`config.mk`:
```
export PLATFORM = sky130hd
export DESIGN_NAME = barrel_shifter_pipe
export DESIGN_NICKNAME = d
export VERILOG_FILES = /design/src/rtl/barrel_shift_pkg.sv /design/src/rtl/barrel_shift_level.sv /design/src/rtl/barrel_shifter_pipe.sv
export SDC_FILE = /design/constraint.sdc
export NUM_CORES = 1
export LEC_CHECK = 0
export ABC_AREA = 1
export BUFFER_PORTS_ARGS = -buffer_cell sky130_fd_sc_hd__clkbuf_2
export CAP_MARGIN = 25
export CELL_PAD_IN_SITES_DETAIL_PLACEMENT = 1
export CELL_PAD_IN_SITES_GLOBAL_PLACEMENT = 1
export CORE_UTILIZATION = 28
export CTS_CLUSTER_DIAMETER = 40
export CTS_CLUSTER_SIZE = 8
export DETAILED_ROUTE_END_ITERATION = 10
export PLACE_DENSITY = 0.56
export SLEW_MARGIN = 30
export SYNTH_ARGS = -nofsm -noshare
export SYNTH_HDL_FRONTEND = slang
export SYNTH_HIERARCHICAL = 1
export SYNTH_SLANG_ARGS = --single-unit
```
`constraint.sdc`:
```
create_clock -name clk -period 3.1 [get_ports clk]
set_input_delay 0.31 -clock clk [delete_from_list [all_inputs] [get_ports clk]]
set_output_delay 0.31 -clock clk [all_outputs]
set_load 0.05 [all_outputs]
```
`src/rtl/barrel_shift_pkg.sv`:
```
// Shared constants for the pipelined barrel shifter.
// Mode/direction encodings and a constant log2 helper.
package barrel_shift_pkg;

  localparam logic [1:0] MODE_ROT = 2'b00;
  localparam logic [1:0] MODE_LSL = 2'b01;
  localparam logic [1:0] MODE_ASR = 2'b10;

  localparam logic DIR_RIGHT = 1'b0;
  localparam logic DIR_LEFT  = 1'b1;

  function automatic int clog2(input int value);
    int r;
    r = 0;
    for (int i = 0; i < 31; i++) begin
      if ((1 << i) < value) r = i + 1;
    end
    return r;
  endfunction

endpackage

```
`src/rtl/barrel_shift_level.sv`:
```
// One combinational right-shift level of fixed weight SHIFT.
// Ports: data_i/data_o word, en_i apply, mode_i, fill_i vacated-bit value.
module barrel_shift_level
  import barrel_shift_pkg::*;
#(
  parameter int WIDTH = 8,
  parameter int SHIFT = 1
) (
  input  logic [WIDTH-1:0] data_i,
  input  logic             en_i,
  input  logic [1:0]       mode_i,
  input  logic             fill_i,
  output logic [WIDTH-1:0] data_o
);

  logic [WIDTH-1:0] rot;
  logic [WIDTH-1:0] fil;

  assign rot = {data_i[SHIFT-1:0],
                data_i[WIDTH-1:SHIFT]};
  assign fil = {{SHIFT{fill_i}},
                data_i[WIDTH-1:SHIFT]};

  always_comb begin
    data_o = data_i;
    if (en_i) begin
      data_o = (mode_i == MODE_ROT) ? rot : fil;
    end
  end

endmodule

```
`src/rtl/barrel_shifter_pipe.sv`:
```
// Pipelined rotate/logical/arithmetic barrel shifter, valid/ready stream.
// Ports: clk, reset, in_* (valid/ready/data/amt/mode/dir), out_* (valid/ready/data).
module barrel_shifter_pipe
  import barrel_shift_pkg::*;
#(
  parameter int  WIDTH     = 8,
  parameter int  REG_EVERY = 1,
  localparam int L         = clog2(WIDTH),
  localparam int P         = (L + REG_EVERY - 1) / REG_EVERY
) (
  input  logic             clk,
  input  logic             reset,
  input  logic             in_valid,
  output logic             in_ready,
  input  logic [WIDTH-1:0] in_data,
  input  logic [L-1:0]     in_amt,
  input  logic [1:0]       in_mode,
  input  logic             in_dir,
  output logic             out_valid,
  input  logic             out_ready,
  output logic [WIDTH-1:0] out_data
);

  logic [P-1:0]            valid_q;
  logic [P-1:0]            valid_d;
  logic [P-1:0][WIDTH-1:0] data_q;
  logic [P-1:0][L-1:0]     amt_q;
  logic [P-1:0][1:0]       mode_q;
  logic [P-1:0]            dir_q;
  logic [P-1:0]            fill_q;

  logic [P-1:0][WIDTH-1:0] grp_data;
  logic [P-1:0][L-1:0]     grp_amt;
  logic [P-1:0][1:0]       grp_mode;
  logic [P-1:0]            grp_dir;
  logic [P-1:0]            grp_fill;

  logic [P:0]              rdy;
  logic [WIDTH-1:0]        entry_data;
  logic                    entry_fill;

  // Left shifts run through the right shifter
  // in a bit-reversed domain.
  always_comb begin
    entry_data = in_data;
    if (in_dir == DIR_LEFT) begin
      for (int i = 0; i < WIDTH; i++) begin
        entry_data[i] = in_data[WIDTH-1-i];
      end
    end
  end

  // Sign is captured once at entry and
  // carried with the word.
  assign entry_fill = (in_mode == MODE_ASR) &&
                      (in_dir == DIR_RIGHT) &&
                      in_data[WIDTH-1];

  always_comb begin
    rdy    = '0;
    rdy[P] = out_ready;
    for (int j = P - 1; j >= 0; j--) begin
      rdy[j] = ~valid_q[j] | rdy[j+1];
    end
  end

  assign in_ready = rdy[0] & ~reset;

  for (genvar k = 0; k < L; k++) begin : g_lvl
    localparam int G = k / REG_EVERY;
    logic [WIDTH-1:0] din;
    logic [WIDTH-1:0] dout;

    if (k % REG_EVERY == 0) begin : g_head
      assign din = grp_data[G];
    end else begin : g_chain
      assign din = g_lvl[k-1].dout;
    end

    barrel_shift_level #(
      .WIDTH (WIDTH),
      .SHIFT (1 << k)
    ) u_level (
      .data_i (din),
      .en_i   (grp_amt[G][k]),
      .mode_i (grp_mode[G]),
      .fill_i (grp_fill[G]),
      .data_o (dout)
    );
  end

  for (genvar j = 0; j < P; j++) begin : g_slice
    localparam int LAST =
      (((j + 1) * REG_EVERY < L) ?
       (j + 1) * REG_EVERY : L) - 1;

    if (j == 0) begin : g_src_in
      assign grp_data[0] = entry_data;
      assign grp_amt[0]  = in_amt;
      assign grp_mode[0] = in_mode;
      assign grp_dir[0]  = in_dir;
      assign grp_fill[0] = entry_fill;
      assign valid_d[0]  = in_valid & in_ready;
    end else begin : g_src_reg
      assign grp_data[j] = data_q[j-1];
      assign grp_amt[j]  = amt_q[j-1];
      assign grp_mode[j] = mode_q[j-1];
      assign grp_dir[j]  = dir_q[j-1];
      assign grp_fill[j] = fill_q[j-1];
      assign valid_d[j]  = valid_q[j-1];
    end

    always_ff @(posedge clk) begin
      if (reset) begin
        valid_q[j] <= 1'b0;
        data_q[j]  <= '0;
        amt_q[j]   <= '0;
        mode_q[j]  <= '0;
        dir_q[j]   <= 1'b0;
        fill_q[j]  <= 1'b0;
      end else if (rdy[j]) begin
        valid_q[j] <= valid_d[j];
        data_q[j]  <= g_lvl[LAST].dout;
        amt_q[j]   <= grp_amt[j];
        mode_q[j]  <= grp_mode[j];
        dir_q[j]   <= grp_dir[j];
        fill_q[j]  <= grp_fill[j];
      end
    end
  end

  assign out_valid = valid_q[P-1];

  always_comb begin
    out_data = data_q[P-1];
    if (dir_q[P-1] == DIR_LEFT) begin
      for (int i = 0; i < WIDTH; i++) begin
        out_data[i] = data_q[P-1][WIDTH-1-i];
      end
    end
  end

  // The final slice's control fields have
  // no consumer past the last level.
  logic unused_tail;
  assign unused_tail = ^{amt_q[P-1],
                         mode_q[P-1],
                         fill_q[P-1]};

endmodule
```
== Yosys cells after proc, flatten, opt, wreduce, memory -nomap -nowiden ==
Cells that the tools add are included.
Operators by class
  muxes and demuxes: 8
  bitwise gates (word level): 10
  reduce and logical (&&, ||, !) cells: 5
  eq/ne operators: 1
Operators by type and width (count)
  2-to-1 mux 8 bit: 8
  zero test 2 bit: 3
  NOT 1 bit: 5
  OR 1 bit: 3
  AND 1 bit: 2
  == test 2 bit (second input constant): 1
  logical AND 1 bit: 2
Word-level totals
  bits of input ports: 18
  register bits after elaboration: 42
  logic and storage cells: 39
  output and inout port bits: 10

== Logic depth before layout (Yosys ltp) ==
Gate-level depths: netlist of run 1.
  depth after elaboration: 6
  depth in mapped cells: 11
  depth with buffers taken out: 11

== Cells and area by module ==
Netlist of run 1, hierarchy kept.
Modules (own cells, without submodules)
  barrel_shifter_pipe: area an instance 1710.4 um^2, instances 1, seq. area each 780.7 um^2, cells an instance 245
  barrel_shift_level at g_lvl[2].u_level: area an instance 155.1 um^2, instances 1, seq. area each 0.0 um^2, cells an instance 36
  barrel_shift_level at g_lvl[1].u_level: area an instance 136.4 um^2, instances 1, seq. area each 0.0 um^2, cells an instance 31
  barrel_shift_level at g_lvl[0].u_level: area an instance 130.1 um^2, instances 1, seq. area each 0.0 um^2, cells an instance 27

== Least setup slack after synthesis of run 1 ==
OpenSTA, ideal clock, no wires.
  path type: reg-to-output
  start point: register dir_q[2]
  end point: output port out_data[3]
  path buffers: 2
  stages on the path, launching flop included: 4
  arrival time: 1.728 ns
  path slack: 1.062 ns
  data required time: 2.790 ns
  cell sequence: dfxtp_1 buf_2 clkbuf_1 o21ai_0
Between the ends
  cells in the longest elaborated chain, start to end: 1
RTL lines
  start: declaration: RTL line barrel_shifter_pipe.sv:29  | logic [P-1:0] dir_q;
  start signal: indexed assignment: RTL line barrel_shifter_pipe.sv:126  | dir_q[j] <= grp_dir[j];
  2-to-1 mux 8 bit: RTL line barrel_shifter_pipe.sv:136  | if (dir_q[P-1] == DIR_LEFT) begin
  end: declaration: RTL line barrel_shifter_pipe.sv:21  | output logic [WIDTH-1:0] out_data
Every way passes these cells.

== Worst setup path in the final report of run 1 ==
  start point: register valid_q[1], in the netlist valid_d[2]
  end point: output port in_ready
Between the ends
  cells in the longest elaborated chain, start to end: 4
RTL lines
  start: declaration: RTL line barrel_shifter_pipe.sv:24  | logic [P-1:0] valid_q;
  start signal: indexed assignment: RTL line barrel_shifter_pipe.sv:122  | valid_q[j] <= valid_d[j];
  NOT 1 bit: RTL line barrel_shifter_pipe.sv:63  | rdy[j] = ~valid_q[j] | rdy[j+1];
  OR 1 bit (2 in series): RTL line barrel_shifter_pipe.sv:63
  AND 1 bit: RTL line barrel_shifter_pipe.sv:67  | assign in_ready = rdy[0] & ~reset;
  end: declaration: RTL line barrel_shifter_pipe.sv:14  | output logic in_ready,
Every way passes these cells.

==> summary.txt, run 1 <==
Status
  • Outcome: finished clean

Routing
  • # DRC: 0
  • Routed wire per std cell: 11.2 um
  • Final wirelength: 5100 um
  • Antenna-violating nets left: 0
  • DRT iter0 DRCs: 51
  • Drt pass-1 iters: 4
  • Via-per-instance ratio: 4.43
  • Vias: 2,024

Layout
  • Multi-input logic area: 1080 um^2
  • # nets final: around 380
  • Diode count: 0
  • Fill count: 989
  • Area grow syn2layout: 12.6%
  • Register area: 781 um^2
  • Most frequent cells in the layout: nand2_1 (125), nor2_1 (47), dfxtp_1 (39)
  • Layout cells sized above 1: 16.2%
  • Commonest non-fill, non-tap cell in the layout: nand2_1

Synth
  • Mapped cell area: 2130 um^2
  • Mapped Nets: 357
  • Synthesized flop and latch total: 39
  • Register area share after synthesis: a little over a third
  • Synth unique cells: 22
  • Post-Syn Instances: 339
  • Yosys warning total: 6
  • Mapped Avg Cell Area: 6.29 um^2

Worst setup path
  • Critical path endpoint category: primary output
  • Crit path DAT: 1.87 ns
  • Critical Path Max Stage Delay: approximately 0.8 ns
  • Critical Path, Cell by Cell: nand4_1 > buf_4 > nand2_1 > inv_1 > clkbuf_2
  • Stages on worst setup path: 5
  • Worst path bufs/invs: 3
  • R2R Setup Slk: 1.47 ns
  • Crit path capture: in_ready
  • Worst-path fanout max: 30
  • CP max stage cell: dfxtp_1
  • CP top delay family: flip-flops
  • R2r startpoint: valid_d[2]
  • FF-to-FF path depth: 3
  • Critical Path RT: between 2 and 3 ns
  • Setup crit start: valid_d[2]
  • CP Launch Type: flop
  • Setup Crit Path Kind: reg2out
  • Reg2reg end: g_lvl[2].din[1]

Min path
  • HP Class: in2reg
  • Worst Hold Path Cells: 3

Placement
  • GP Congestion: a little under 0.7
  • Port buffer count: 27
  • Post-DP HPWL: approximately 3900 um

STA
  • Post-route minimum period: about 2.2 ns
  • Final Setup Violations: 0
  • Pins Over Slew Limit: 0
  • Final number of hold-violating endpoints: 0
  • RSZ-0062 raised after global routing: false
  • Setup TNS: 0 ns
  • Worst slew pin tran: 0.723 ns
  • FMAX: between 0.4 and 0.5 GHz
  • Layout Skew: 0.0126 ns
  • Period Utilization, post-route: 70.3%
  • Slew margin rel.: between 50% and 60%

Power
  • Max IR drop VDD: 0.258 mV
  • Total chip power: 1.15 mW
  • Static leakage: around 1.2 nW
  • Pwr Density: approximately 480 nW/um^2

CTS
  • Post-cts resize count: 0
  • Clock Sink Count: 39
  • Level count of the clock H-tree: 2
  • Hold buffer count at cts: 0
  • Clock latency at the later pin of the worst-skew pair: ~0.30 ns
  • Clk root buf: clkbuf_8
  • CTS buffer count: 5
  • CTS tree: done
  • Maximum clock path buffer count: 2
  • Postcts setup bufs: 0
  • Clock-pin slew on the worst setup and hold paths: 0.09 ns

Job
  • Max Cap Viol: 0

Floorplan
  • Core box area: 7290 um^2
  • Ports: 28
  • Initial core utilization: between 20 and 30%
  • Die area: 7970 um^2
  • Row cnt: 31
  • Horiz. Die Dim: 89.3 um
  • Die H: 89.3 um

Global route
  • Global-route wire length before repair: 8740 um
  • Initial antenna violation count: 0
  • Grt ovf: 0
  • Largest net degree at the start of global routing: 31
  • Total global-route track usage: 14.3%
  • Vias in the first global route: between 1,500 and 2,000
## worst min-delay path: stages
cell	delay (ns)
clkbuf_2	0.08
inv_1	0.04
a21oi_1	0.05
## through the flow
step	instance area [um^2]	util [%]	hold slack [ns]	instances	setup slack (ns)
2_1_floorplan	2130	-	0.430	339	1.06
3_3_place_gp	2290	31.4	0.441	449	1.25
3_5_place_dp	2290	31.4	0.444	449	1.22
4_1_cts	2400	32.9	0.236	457	0.901
5_1_grt	2400	32.9	0.241	457	0.760
6_report	2400	32.9	0.229	457	0.921
## how the worst min path moves through the flow
stage,from,slack (ns),to
2_1_floorplan,valid_d[1],0.43,valid_d[2]
3_3_place_gp,valid_d[1],0.44,valid_d[2]
3_5_place_dp,valid_d[1],0.44,valid_d[2]
4_1_cts,in_valid,0.24,valid_d[1]
5_1_grt,in_valid,0.24,valid_d[1]
6_report,in_valid,0.23,valid_d[1]
## registers in the layout, summed over array words and instances (netlist names)
name and flops:
amt_q 3, data_q 8, dir_q 3, fill_q 2, g_lvl.din 16, grp_mode 4
out_valid 1, valid_d 2
## synthesized netlist by cell type, drive strengths merged
| cell type | count | area, um^2 |
|---|---|---|
| a21oi | 23 | 115 |
| buf | 16 | 114 |
| clkbuf | 3 | 12.5 |
| dfxtp | 39 | 781 |
| inv | 37 | 144 |
| nand2 | 125 | 469 |
| nand3 | 14 | 115 |
| nand4 | 1 | 6.26 |
| nor2 | 50 | 200 |
| o21ai | 29 | 160 |
| o21bai | 2 | 15.0 |
## layer usage
metal | GRT usage [%] | up-vias | share of wire [%]
met5 | 0 | - | 0
met4 | 3.46 | 0 | 0.75
li1 | - | 1075 | -
met1 | 16.6 | 923 | 46
met3 | 2.77 | 5 | 2.3
met2 | 26.8 | 21 | 51
## power by group
part,internal (mW),total [mW],switching (mW)
logic,0.0535,0.160,0.106
clock network,0.240,0.435,0.195
registers,0.527,0.555,0.0285
## area by class of cell
class / count / share of cell area [%]
multi-input combinational: 244 / 45.0
sequential: 39 / 32.5
timing repair buffer: 30 / 6.57
inverter: 37 / 6.00
tap: 99 / 5.16
clock buffer: 5 / 2.87
clock inverter: 3 / 1.82
## logic make-up (layout without fill, tap and decap cells)
kind of cell	after synthesis	after routing	share of synthesized area [%]
AND/OR/NAND/NOR	190	190	37.1
AO/OA/AOI/OAI	54	54	13.6
buffers and inverters	56	75	12.7
flip-flops	39	39	36.6
Note: power is estimated with default switching activity, not from simulation.
==> run 2, diff against run 1 <==
--- a/config.mk
+++ b/config.mk
@@ -14,7 +14,7 @@
 export CTS_CLUSTER_DIAMETER = 40
 export CTS_CLUSTER_SIZE = 8
 export DETAILED_ROUTE_END_ITERATION = 10
-export PLACE_DENSITY = 0.56
+export PLACE_DENSITY = 0.58
 export SLEW_MARGIN = 30
 export SYNTH_ARGS = -nofsm -noshare
 export SYNTH_HDL_FRONTEND = slang
==> constraint.sdc (replaced) <==
create_clock -name clk -period 1.8 [get_ports clk]
set_input_delay 0.18 -clock clk [delete_from_list [all_inputs] [get_ports clk]]
set_output_delay 0.18 -clock clk [all_outputs]
set_load 0.05 [all_outputs]
==> summary.txt, run 2 (synthesized netlist as in run 1, its figures left out) <==
STA
  • Worst slew pin tran: 0.441 ns (was 0.723 ns)
  • Setup TNS: 0 ns (unchanged)
  • Post-route minimum period: 1.59 ns
  • Layout Skew: 0.00837 ns (was 0.0126 ns)
  • Final WS setup: 0.207 ns (was 0.921 ns)
  • Final Setup Violations: 0 (unchanged)
  • RSZ-0062 raised after global routing: false (unchanged)
  • Pins Over Slew Limit: 0 (unchanged)
  • Final number of hold-violating endpoints: 0 (unchanged)
  • Period Utilization, post-route: 88.5%
  • Slew margin rel.: 70.5% (was 51.8%)
  • FMAX: 0.628 GHz

Placement
  • Placed cells: 455 (was 449)
  • Post-DP HPWL: 4050 um (was 3940 um)
  • Port buffer count: 27 (unchanged)
  • GP Congestion: 0.737 (was 0.682)
  • Post-Place Worst Slack: 0.510 ns (was 1.22 ns)

Global route
  • Grt ovf: 0 (unchanged)
  • Initial antenna violation count: 0 (unchanged)
  • Global-route wire length before repair: 8800 um (was 8740 um)
  • Vias in the first global route: 1,918 (was 1,959)
  • Total global-route track usage: 14.5% (was 14.3%)
  • Largest net degree at the start of global routing: 18 (was 31)

CTS
  • CTS buffer count: 5 (unchanged)
  • Level count of the clock H-tree: 2 (unchanged)
  • Maximum clock path buffer count: 2 (unchanged)
  • Hold buffer count at cts: 0 (unchanged)
  • Clock-pin slew on the worst setup and hold paths: 0.08 ns (was 0.09 ns)
  • CTS tree: done (unchanged)
  • Postcts setup bufs: 0 (unchanged)
  • Post-cts resize count: 0 (unchanged)
  • Clk root buf: clkbuf_8 (unchanged)
  • Clock latency at the later pin of the worst-skew pair: 0.29 ns (was 0.30 ns)
  • Clock Sink Count: 39 (unchanged)

Worst setup path
  • FF-to-FF path depth: 4 (was 3)
  • Critical Path RT: 1.62 ns (was 2.79 ns)
  • Critical path endpoint category: primary output (unchanged)
  • Crit path DAT: 1.41 ns (was 1.87 ns)
  • Setup Crit Path Kind: reg2out (unchanged)
  • Worst-path fanout max: 17 (was 30)
  • Crit path capture: out_data[6] (was in_ready)
  • CP Launch Type: flop (unchanged)
  • Critical Path, Cell by Cell: nor2_1 > a21oi_1 > clkbuf_2 (was nand4_1 > buf_4 > nand2_1 > inv_1 > clkbuf_2)
  • Setup crit start: dir_q[2] (was valid_d[2])
  • Reg2reg end: g_lvl[2].din[3] (was g_lvl[2].din[1])
  • R2r startpoint: valid_d[2] (unchanged)
  • Critical Path Max Stage Delay: 0.60 ns (was 0.79 ns)
  • CP max stage cell: dfxtp_1 (unchanged)
  • R2R Setup Slk: 0.57 ns (was 1.47 ns)

Power
  • Psw: 553 uW (was 329 uW)
  • Clock power frac: 32.2% (was 37.8%)
  • Internal: 1.27 mW (was 820 uW)
  • Total chip power: 1.82 mW (was 1.15 mW)
  • Seq pwr share: 52.0% (was 48.3%)
  • Switching Share: 30.3% (was 28.6%)
  • Static leakage: 1.26 nW (was 1.24 nW)
  • Comb pwr share: 15.8% (was 13.9%)
  • Max IR drop VDD: 0.258 mV (about the same)
  • Pwr Density: 755 nW/um^2 (was 479 nW/um^2)

Layout
  • Layout cells sized above 1: 17.6% (was 16.2%)
  • Area grow syn2layout: 13.3% (was 12.6%)
  • Most frequent cells in the layout: nand2_1 (125), nor2_1 (47), dfxtp_1 (39) (unchanged)
  • # nets final: 381 (was 375)
  • Final Core Density: 33.1% (was 32.9%)
  • Fin cells: 463 (was 457)
  • Largest register FFs: 16 (unchanged)
  • Diode count: 0 (unchanged)
  • Commonest non-fill, non-tap cell in the layout: nand2_1 (unchanged)

Routing
  • Final wirelength: 5030 um (was 5100 um)
  • Drt pass-1 iters: 4 (unchanged)
  • Via-per-instance ratio: 4.34 (was 4.43)
  • DRT iter0 DRCs: 46 (was 51)
  • Antenna-violating nets left: 0 (unchanged)
  • Routed wire per std cell: 10.9 um (was 11.2 um)
  • # DRC: 0 (unchanged)
  • Vias: 2,011 (was 2,024)

Status
  • Outcome: finished clean (unchanged)

Floorplan
  • Initial core utilization: 29.2% (unchanged)
  • Ports: 28 (unchanged)
  • Core box area: 7290 um^2 (unchanged)
  • Row cnt: 31 (unchanged)
  • Horiz. Die Dim: 89.3 um (unchanged)
  • Die area: 7970 um^2 (unchanged)
  • Die H: 89.3 um (unchanged)

Min path
  • Hold Crit Start: in_valid (unchanged)
  • HP Class: in2reg (unchanged)

Job
  • Max Cap Viol: 0 (unchanged)
run 2: cell types whose count changed in the layout (fill, tap and decap cells not counted):
cell	change
clkinv_4	-1
bufinv_16	-1
buf_4	+6
clkinv_2	+2
run 2: power groups by stage:
stage          registers [mW]  logic [mW]  clock network [mW]
6_report                0.948       0.287               0.587
5_1_grt                 0.956       0.333               0.655
4_1_cts                 0.950       0.295               0.606
3_5_place_dp            0.970       0.294                   0
3_3_place_gp            0.969       0.291                   0
2_1_floorplan           0.956       0.230                   0
run 2: cell type report:
class,count,area [um^2]
Fill cell,1020,4880
Timing Repair Buffer,36,203
Multi-Input combinational cell,244,1080
Inverter,37,144
Sequential cell,39,781
Tap cell,99,124
Clock inverter,3,15.0
Clock buffer,5,68.8
run 2: through the flow:
stage / hold slack [ns] / area [um^2]
2_1_floorplan: 0.314 / 2130
3_3_place_gp: 0.408 / 2330
3_5_place_dp: 0.417 / 2330
4_1_cts: 0.112 / 2420
5_1_grt: 0.117 / 2420
6_report: 0.114 / 2420
run 2: worst min path at each step:
stage / to / cells past startpoint
after floorplan: valid_d[1] / 2
after global placement: valid_d[1] / 3
after detailed placement: valid_d[1] / 3
after CTS: valid_d[1] / 3
after global routing: valid_d[1] / 3
final: valid_d[1] / 3
run 2: worst max-delay path, delay by kind of cell (launching register included):
family	cells	cell delay [ns]
compound gates	1	0.14
buf+inv	1	0.29
flops	1	0.60
simple gates	1	0.10
run 2: layer usage:
metal  part of all wire, %  vias to the layer above  global-route usage (%)
li1                      -                     1083                       -
met1                    45                      901                    15.9
met2                    51                       22                    27.6
met3                   2.1                        5                    3.05
met4                   1.3                        0                    4.33
met5                     0                        -                       0
